$ cat src/rtl/arm_ctrl_pkg.sv
// Shared constants, enums and the condition-code helper for the ARMv4-subset control unit.
package arm_ctrl_pkg;

    localparam logic [3:0] ALU_ADD = 4'b0000;
    localparam logic [3:0] ALU_SUB = 4'b0001;
    localparam logic [3:0] ALU_AND = 4'b0010;
    localparam logic [3:0] ALU_ORR = 4'b0011;
    localparam logic [3:0] ALU_MOV = 4'b0100;

    localparam logic [1:0] OP_DP  = 2'b00;
    localparam logic [1:0] OP_MEM = 2'b01;
    localparam logic [1:0] OP_B   = 2'b10;

    localparam logic [3:0] CMD_AND = 4'b0000;
    localparam logic [3:0] CMD_SUB = 4'b0010;
    localparam logic [3:0] CMD_ADD = 4'b0100;
    localparam logic [3:0] CMD_CMP = 4'b1010;
    localparam logic [3:0] CMD_ORR = 4'b1100;
    localparam logic [3:0] CMD_MOV = 4'b1101;

    typedef enum logic [3:0] {
        COND_EQ = 4'b0000, COND_NE = 4'b0001, COND_CS = 4'b0010, COND_CC = 4'b0011,
        COND_MI = 4'b0100, COND_PL = 4'b0101, COND_VS = 4'b0110, COND_VC = 4'b0111,
        COND_HI = 4'b1000, COND_LS = 4'b1001, COND_GE = 4'b1010, COND_LT = 4'b1011,
        COND_GT = 4'b1100, COND_LE = 4'b1101, COND_AL = 4'b1110, COND_NV = 4'b1111
    } cond_t;

    typedef enum logic [1:0] {
        ST_RUN      = 2'b00,
        ST_MEM_WAIT = 2'b01,
        ST_HALT     = 2'b10
    } state_t;

    // flags are {N,Z,C,V}; COND_NV never executes, it is the halt request
    function automatic logic cond_holds(input logic [3:0] cond, input logic [3:0] flags);
        logic n, z, c, v;
        n = flags[3];
        z = flags[2];
        c = flags[1];
        v = flags[0];
        case (cond_t'(cond))
            COND_EQ: return z;
            COND_NE: return !z;
            COND_CS: return c;
            COND_CC: return !c;
            COND_MI: return n;
            COND_PL: return !n;
            COND_VS: return v;
            COND_VC: return !v;
            COND_HI: return c && !z;
            COND_LS: return !c || z;
            COND_GE: return n == v;
            COND_LT: return n != v;
            COND_GT: return !z && (n == v);
            COND_LE: return z || (n != v);
            COND_AL: return 1'b1;
            default: return 1'b0;
        endcase
    endfunction

endpackage

$ cat src/rtl/arm_main_decoder.sv
// Combinational instruction-field decoder: produces the raw (ungated) datapath controls.
module arm_main_decoder
    import arm_ctrl_pkg::*;
(
    input  logic [1:0] op,
    input  logic [5:0] funct,
    input  logic       u_bit,
    output logic       alu_src,
    output logic [1:0] imm_src,
    output logic [1:0] reg_src,
    output logic [3:0] alu_control,
    output logic       dp_write,
    output logic       is_branch,
    output logic       flag_w,
    output logic       is_mem,
    output logic       is_load
);

    always_comb begin
        alu_src     = 1'b0;
        imm_src     = 2'b00;
        reg_src     = 2'b00;
        alu_control = ALU_ADD;
        dp_write    = 1'b0;
        is_branch   = 1'b0;
        flag_w      = 1'b0;
        is_mem      = 1'b0;
        is_load     = 1'b0;
        case (op)
            OP_DP: begin
                alu_src = funct[5];
                // unlisted commands fall through as NOPs with no register or flag write
                case (funct[4:1])
                    CMD_ADD: begin alu_control = ALU_ADD; dp_write = 1'b1; flag_w = funct[0]; end
                    CMD_SUB: begin alu_control = ALU_SUB; dp_write = 1'b1; flag_w = funct[0]; end
                    CMD_AND: begin alu_control = ALU_AND; dp_write = 1'b1; flag_w = funct[0]; end
                    CMD_ORR: begin alu_control = ALU_ORR; dp_write = 1'b1; flag_w = funct[0]; end
                    CMD_MOV: begin alu_control = ALU_MOV; dp_write = 1'b1; flag_w = funct[0]; end
                    CMD_CMP: begin alu_control = ALU_SUB; flag_w = 1'b1; end
                    default: ;
                endcase
            end
            OP_MEM: begin
                alu_src     = 1'b1;
                imm_src     = 2'b01;
                reg_src     = 2'b10;
                alu_control = u_bit ? ALU_ADD : ALU_SUB;
                is_mem      = 1'b1;
                is_load     = funct[0];
            end
            OP_B: begin
                alu_src     = 1'b1;
                imm_src     = 2'b10;
                reg_src     = 2'b01;
                alu_control = ALU_ADD;
                is_branch   = 1'b1;
            end
            default: ;
        endcase
    end

endmodule

$ cat src/rtl/arm_control_unit.sv
// Sequencing controller: flags register, conditional execution, and the RUN/MEM_WAIT/HALT
// FSM that freezes the PC while a data-memory access is outstanding.
module arm_control_unit
    import arm_ctrl_pkg::*;
#(
    parameter int unsigned WAIT_MAX = 15
)
(
    input  logic        clk,
    input  logic        rst,
    input  logic [31:0] Instr,
    input  logic [3:0]  ALUFlags,
    input  logic        mem_ready,
    output logic        PCSrc,
    output logic        MemtoReg,
    output logic        ALUSrc,
    output logic        RegWrite,
    output logic        MemWrite,
    output logic [3:0]  ALUControl,
    output logic [1:0]  ImmSrc,
    output logic [1:0]  RegSrc,
    output logic        PCWrite,
    output logic        MemReq,
    output logic        halted
);

    localparam logic [7:0] WAIT_LIMIT = 8'(WAIT_MAX);

    state_t     state_q, state_d;
    logic [3:0] flags_q, flags_d;
    logic [7:0] wait_cnt_q, wait_cnt_d;

    logic       dec_alu_src, dec_dp_write, dec_is_branch, dec_flag_w, dec_is_mem, dec_is_load;
    logic [1:0] dec_imm_src, dec_reg_src;
    logic [3:0] dec_alu_control;
    logic       cond_ex, halt_req, rd_is_pc, run_reg_write;
    logic       unused_instr_bits;

    assign unused_instr_bits = ^{Instr[19:16], Instr[11:0]};

    arm_main_decoder u_decoder (
        .op          (Instr[27:26]),
        .funct       (Instr[25:20]),
        .u_bit       (Instr[23]),
        .alu_src     (dec_alu_src),
        .imm_src     (dec_imm_src),
        .reg_src     (dec_reg_src),
        .alu_control (dec_alu_control),
        .dp_write    (dec_dp_write),
        .is_branch   (dec_is_branch),
        .flag_w      (dec_flag_w),
        .is_mem      (dec_is_mem),
        .is_load     (dec_is_load)
    );

    // conditions always see the flags committed by earlier instructions
    assign halt_req      = (Instr[31:28] == COND_NV);
    assign cond_ex       = cond_holds(Instr[31:28], flags_q);
    assign rd_is_pc      = (Instr[15:12] == 4'hF);
    assign run_reg_write = cond_ex && dec_dp_write;

    always_comb begin
        state_d    = state_q;
        flags_d    = flags_q;
        wait_cnt_d = wait_cnt_q;
        PCSrc      = 1'b0;
        MemtoReg   = 1'b0;
        ALUSrc     = 1'b0;
        RegWrite   = 1'b0;
        MemWrite   = 1'b0;
        ALUControl = 4'b0000;
        ImmSrc     = 2'b00;
        RegSrc     = 2'b00;
        PCWrite    = 1'b0;
        MemReq     = 1'b0;
        halted     = 1'b0;
        if (!rst) begin
            case (state_q)
                ST_RUN: begin
                    if (halt_req) begin
                        state_d = ST_HALT;
                    end else begin
                        ALUSrc     = dec_alu_src;
                        ImmSrc     = dec_imm_src;
                        RegSrc     = dec_reg_src;
                        ALUControl = dec_alu_control;
                        if (dec_is_mem && cond_ex) begin
                            MemReq     = 1'b1;
                            state_d    = ST_MEM_WAIT;
                            wait_cnt_d = 8'd0;
                        end else begin
                            PCWrite  = 1'b1;
                            RegWrite = run_reg_write;
                            PCSrc    = (cond_ex && dec_is_branch) || (run_reg_write && rd_is_pc);
                            if (cond_ex && dec_flag_w) begin
                                flags_d = ALUFlags;
                            end
                        end
                    end
                end
                ST_MEM_WAIT: begin
                    ALUSrc     = dec_alu_src;
                    ImmSrc     = dec_imm_src;
                    RegSrc     = dec_reg_src;
                    ALUControl = dec_alu_control;
                    MemReq     = 1'b1;
                    wait_cnt_d = wait_cnt_q + 8'd1;
                    if (mem_ready) begin
                        PCWrite  = 1'b1;
                        RegWrite = dec_is_load;
                        MemtoReg = dec_is_load;
                        PCSrc    = dec_is_load && rd_is_pc;
                        MemWrite = !dec_is_load;
                        state_d  = ST_RUN;
                    end else if (wait_cnt_q == WAIT_LIMIT) begin
                        state_d = ST_HALT;
                    end
                end
                ST_HALT: begin
                    halted = 1'b1;
                end
                default: begin
                    state_d = ST_RUN;
                end
            endcase
        end
    end

    always_ff @(posedge clk) begin
        if (rst) begin
            state_q    <= ST_RUN;
            flags_q    <= 4'b0000;
            wait_cnt_q <= 8'd0;
        end else begin
            state_q    <= state_d;
            flags_q    <= flags_d;
            wait_cnt_q <= wait_cnt_d;
        end
    end

endmodule

$ cat config.mk
export PLATFORM = sky130hd
export DESIGN_NAME = arm_control_unit
export DESIGN_NICKNAME = d
export VERILOG_FILES = /design/src/rtl/arm_ctrl_pkg.sv /design/src/rtl/arm_main_decoder.sv /design/src/rtl/arm_control_unit.sv
export SDC_FILE = /design/constraint.sdc
export NUM_CORES = 1
export LEC_CHECK = 0
export ABC_AREA = 1
export BUFFER_PORTS_ARGS = -buffer_cell sky130_fd_sc_hd__buf_2
export CAP_MARGIN = 20
export CORE_MARGIN = 8
export CORE_UTILIZATION = 24
export DETAILED_ROUTE_END_ITERATION = 16
export PLACE_DENSITY = 0.45
export SLEW_MARGIN = 10
export SYNTH_ARGS = -nofsm -noshare
export SYNTH_HDL_FRONTEND = slang
export SYNTH_SLANG_ARGS = --single-unit
$ cat constraint.sdc
create_clock -name clk -period 1.8 [get_ports clk]
set_input_delay 0.18 -clock clk [delete_from_list [all_inputs] [get_ports clk]]
set_output_delay 0.18 -clock clk [all_outputs]
set_load 0.05 [all_outputs]
# After elaboration in Yosys (flattened, before gate mapping)
# Cells that the tools add are included.
# totals
ff_bits	14
inputBits	39
out_inout_bits	16
elab_cells	126
# op_classes
add_sub_neg	1
n_eq_ne	32
mux	60
n_bitwise	3
reduce_logical	27
# ops
cell	n
$eq 4x4->1 const B	12
$mux 1	31
$eq 4x3->1 const B	5
$mux 2	8
$mux 8	2
$pmux 2 s2	4
$pmux 4 s2	2
$pmux 8 s2	1
$pmux 1 s15	1
$pmux 1 s2	7
$eq 4x2->1 const B	3
$pmux 3 s4	1
$add 8x1->8 const B	1
$eq 8x4->1 const B	1
$logic_and 1x1->1	8
$logic_not 4->1	2
$mux 4	2
$ne 3x3->1 const B	2
$pmux 2 s3	1
$reduce_and 3->1	2
$logic_not 1->1	5
$reduce_or 5->1	1
$eq 2x1->1 const B	2
$eq 2x2->1 const B	2
other kinds (10)	17

# Longest topological paths before layout
# logic_depth
depth_word	11
mapped_depth	14
ltp_nobuf	14

# Modules after synthesis
# Synthesis repeated with hierarchy kept, for this count alone.
# unflattened
cells_unflattened	234
hier_area_um2	1362.6
# by_module_without_submodules
mod	n_inst	cells_per_inst	area_per_inst_um2	seq_area_each_um2
arm_control_unit	1	197	1143.6	280.3
arm_main_decoder	1	37	219.0	0.0

# Least setup slack after synthesis
# Ideal clock, no wire load.
# synth_timing
kind	register to output
from	register state_q[0]
to	output port ALUControl[2]
arrival_ps	1946
required_time_ps	1620
slack_ps	-326
stages_incl_launch_ff	5
n_path_buf	0
path_cell_list	dfxtp_1 > inv_1 > a21oi_1 > nand2_1 > nor3_1
# synth_between
elab_chain_cells	3
elab_cells_between_ends	4
classes_between	eq/ne: 1; mux: 2; reduce/logical: 1
# synth_lines
element	line_no	source
start: declaration	arm_control_unit.sv:29	state_t state_q, state_d;
start signal: assignment	arm_control_unit.sv:135	state_q <= state_d;
$eq 2x1->1 or $logic_not 2->1 (tied branches)	arm_control_unit.sv:78	case (state_q)
$pmux 4 s2 (*)	arm_control_unit.sv:78	
$mux 4 (*)	arm_control_unit.sv:77	if (!rst) begin
end: declaration	arm_control_unit.sv:19	output logic [3:0] ALUControl,
# Mark *: on every way between the ends. The rest lies on a longest branch, timed or not.

# Worst setup path after layout
# layout_timing
from	register flags_q[0]
to	output port PCSrc
# layout_between
elab_chain_cells	10
elab_cells_between_ends	15
classes_between	eq/ne: 2; mux: 5; reduce/logical: 8
# layout_lines
element	line_no	source
start: declaration	arm_control_unit.sv:30	logic [3:0] flags_q, flags_d;
start signal: assignment	arm_control_unit.sv:136	flags_q <= flags_d;
$ne 1x1->1 or $eq 1x1->1 (tied branches)	-	
$logic_or 1x1->1 or $logic_and 1x1->1 (tied branches)	arm_ctrl_pkg.sv:55, arm_ctrl_pkg.sv:54	
$pmux 1 s15 (*)	arm_ctrl_pkg.sv:41	case (cond_t'(cond))
$logic_and 1x1->1	arm_control_unit.sv:60	assign run_reg_write = cond_ex && dec_dp_write;
$logic_and 1x1->1	arm_control_unit.sv:94	PCSrc = (cond_ex && dec_is_branch) || (run_reg_write && rd_is_pc);
$logic_or 1x1->1	arm_control_unit.sv:94	
$mux 1 (*)	arm_control_unit.sv:87	if (dec_is_mem && cond_ex) begin
$mux 1 (*)	arm_control_unit.sv:80	if (halt_req) begin
$pmux 1 s2 (*)	arm_control_unit.sv:78	
$mux 1 (*)	arm_control_unit.sv:77	
end: declaration	arm_control_unit.sv:14	output logic PCSrc,
# Marks and branches as above.

==> impl_summary.log <==
[metrics] portion of the clock cycle consumed by the worst path in the final layout: 108.3%
[metrics] total wirelength of the detailed-routed design: 3501 um
[metrics] setup repair after global routing missed its margin: true
[metrics] total grt overflow: 0
[metrics] number of synthesized register bits: 14
[metrics] count of routing violations after the opening detailed-route iteration: 37
[metrics] number of standard cells in the layout, taps in and fillers out: around 350
[metrics] TritonCTS clock tree: done
[metrics] TritonRoute pass-1 iters: 4
[metrics] sw frac: 37.35%
[metrics] critical path startpoint category: register
[metrics] RD Place Congestion: 0.8070
[metrics] largest net degree at the start of global routing: 14
[metrics] hold violation total from the final report: 0
[metrics] share of synthesized flip-flops with an asynchronous set or reset: 0%
[metrics] arrival time of data at the critical path endpoint: ~1800 ps
[metrics] top area cells in the synthesized netlist: dfxtp_1 21%, nand2_1 16%, nor2_1 9.7%
[metrics] worst ir drop on vdd: 0.4841 mV
[metrics] number of antenna violations at the first check in global routing: 0
[metrics] Placed Instances: approximately 340
[metrics] Psw: about 0.00040 W
[metrics] count of max-cap constraint violations: 0
[metrics] combined area of all synthesized cells: roughly 0.0013 sq mm
[metrics] Port Buf Inserts: 37
[metrics] area taken by multi-input logic gates: 938.4 sq um
[metrics] setup slack, reg-to-reg: ~130 ps
[metrics] run status: finished with violations
[metrics] Via-to-Cell Ratio: 4.159
[metrics] via total after detailed routing: 1435
[metrics] path class of the lowest-slack min-delay path: in -> reg
[metrics] cts bufs inserted: 3
[metrics] worst setup path category: reg -> out
[metrics] warnings from Yosys: 0
[metrics] dominant cell type by area after synthesis: dfxtp_1
[metrics] Residual DRC: 0
[metrics] number of nets in the finished design: 319
[metrics] startpoint of the worst setup timing path: flags_q[0]
[metrics] Syn Nets: about 270
[metrics] hpwl dp: between 2000 and 3000 um
[metrics] most common flop cell mapped by yosys: dfxtp_1
[metrics] Fmax: 512.9 MHz
[metrics] length in cells of the worst reg-to-reg path: 17
[metrics] fin. max-slew vios: 0
[metrics] clock network fraction of design power: between 20% and 30%
[metrics] die outline area: 0.008104 sq mm
[metrics] Boundary Pins: 55
[metrics] Power Density: 579.9 mW/mm^2
[metrics] reported leakage power: 0.8648 nW
[metrics] register area: 289.0 sq um
[metrics] Critical Path End Type: primary output
[metrics] number of sinks on the clock net: 14
[metrics] layout-stage area growth over the synthesis result: 40.34%
[metrics] r2r startpoint: flags_q[0]
[metrics] CTS clk-pin slew, worst paths: 60 ps
[metrics] number of H-tree branching levels: 1
[metrics] violated checks: setup timing
[metrics] Chip Height: 90.02 um
[metrics] routed length per placed instance: between 10 and 15 um
[metrics] count of inserted antenna diode cells: 0
[metrics] proportion of power drawn by combinational gates: between 40% and 50%
[metrics] initial core utilization: 24.33%
[metrics] later-pin clock latency in the skew report: around 240 ps
[metrics] CTS root buf: clkbuf_8
[metrics] reg2reg end: wait_cnt_q[1]
[metrics] Post-synth EDFFs: 0
[metrics] x dimension of the die: approximately 90 um
[metrics] share of the synthesized area in the top cell type: 21.31%
[metrics] Post-Syn Area per Cell: a little under 6 sq um
[metrics] gate count of the mapped netlist: 222
[metrics] sequential share of power: between 30% and 40%
[metrics] CP Data Required Time: 1620 ps
[metrics] capture point of the worst path: PCSrc
[metrics] minimum period implied by the final worst setup slack: 1950 ps
[metrics] Yosys cell types: 25
[metrics] most frequent cell after synthesis: nand2_1
[metrics] Pint: 0.0006705 W
[metrics] Synth top cells by count: 55 x nand2_1, 34 x nor2_1, 31 x inv_1
[metrics] part of the Yosys area used for sequential elements: 21.31%
[metrics] biggest fanout along the worst timing path: 4
[metrics] share of cells above drive strength 1: 36.26%
[metrics] wire length of the first global-routing pass: 5947 um
[metrics] all-layer global routing usage: 8.423%
[metrics] fill cell instance count of the final layout: between 600 and 700
[metrics] Setup Skew: 4.200 ps
[metrics] Std-Cell Core Area: 0.005405 sq mm
[metrics] buffer depth of the longest clock path: 2
[metrics] floorplan row count: 27
[metrics] number of global-route vias before repair: 1396
[metrics] endpoints failing setup: 4
[metrics] PnR worst setup slack: -149.8 ps
[metrics] remaining number of nets flagged by the antenna check after routing: 0
[metrics] Worst Hold Margin: 180.3 ps
[cells in the final DEF, fill, tap and decap left out, types with 2 or more instances in the layout]
master    instances
a21oi_2           9
dfxtp_1          11
inv_1            30
buf_8             2
buf_6             4
inv_2             3
ha_1              6
nand4_1           4
nor3_1            4
nand2_4           4
clkbuf_8          4
dfxtp_4           2
nand3_1          16
nor2_1           31
nand2_1          51
a21oi_1          11
a21oi_4           2
buf_2            31
nand2_2          10
o21ai_0           5
buf_4            14
or2_2             3
nor2_2            4
[sequential cells by signal, summed over array words and instances (netlist names)]
register and flops:
wait_cnt_q 8, state_q 2, flags_q 4
[per-stage QoR]
stage,util (%),TNS (ps),setup WS (ps),power (W),area [sq um]
5_1_grt,34.14,-998.6,-346.9,0.001141,1846
6_report,34.14,-376.4,-149.8,0.001070,1846
3_5_place_dp,30.86,-44.87,-44.87,0.0007202,1668
3_3_place_gp,30.86,-60.33,-60.33,0.0007213,1668
2_1_floorplan,-,-1240,-326.1,0.0006064,1333
4_1_cts,33.33,-420.6,-160.4,0.001073,1802
[cells by family (layout without fill, tap and decap cells)]
logic type / count (synthesis) / count (layout) / share of synthesized area (%)
adder cells (fa/ha/maj): 6 / 6 / 5.709
flip-flops: 14 / 14 / 21.31
AO/OA/AOI/OAI: 31 / 31 / 15.03
AND/OR/NAND/NOR: 131 / 131 / 45.67
other: 1 / 1 / 0.2852
buffers and inverters: 39 / 90 / 11.99
[per-layer routing]
metal,routed length (um),track usage [%]
met5,0,0
met2,1734,15.21
met3,145,2.826
met1,1617,9.612
met4,4,0.8322
[repair_timing]
item,in CTS,in global routing
resized for setup,19,14
pin swaps,1,1
hold buffers,0,0
setup endpoints to repair,4,18
buffers inserted,3,0
[worst min-delay path by stage]
| stage | cells after the start | startpoint | end |
|---|---|---|---|
| 2_1_floorplan | 2 | ALUFlags[1] | flags_q[1] |
| 3_5_place_dp | 3 | ALUFlags[3] | flags_q[3] |
| 4_1_cts | 3 | ALUFlags[3] | flags_q[3] |
| 5_1_grt | 3 | ALUFlags[2] | flags_q[2] |
| 6_report | 3 | ALUFlags[3] | flags_q[3] |
| 3_3_place_gp | 3 | ALUFlags[0] | flags_q[0] |
[power groups by stage]
stage                     Combinational (W)  Clock, W  Sequential (W)
after global routing               0.000477  0.000331        0.000333
after floorplan                    0.000270         0        0.000336
after global placement             0.000382         0        0.000340
after detailed placement           0.000381         0        0.000340
after CTS                          0.000423  0.000318        0.000332
final                              0.000436  0.000303        0.000331
[critical path, cell delays in order, from the launching register on]
cell     delay [ps]
dfxtp_4         370
inv_2            40
nand2_2          60
nand2_2          60
nand2_2          70
nand2_1          50
nand2_1          50
nand2_1          50
nor2_2          120
nand2_4          70
nand2_4          70
nand2_1          50
nor2_1           90
nand2_1          90
a21oi_4         130
buf_6           170
[final cells by class]
class | instances | share of cell area, %
inverter | 34 | 7.051
sequential | 14 | 15.66
tap | 72 | 4.881
timing repair buffer | 52 | 18.58
clock buffer | 4 | 2.983
multi-input combinational | 169 | 50.85
No activity file was read; power rests on OpenSTA's default activity.
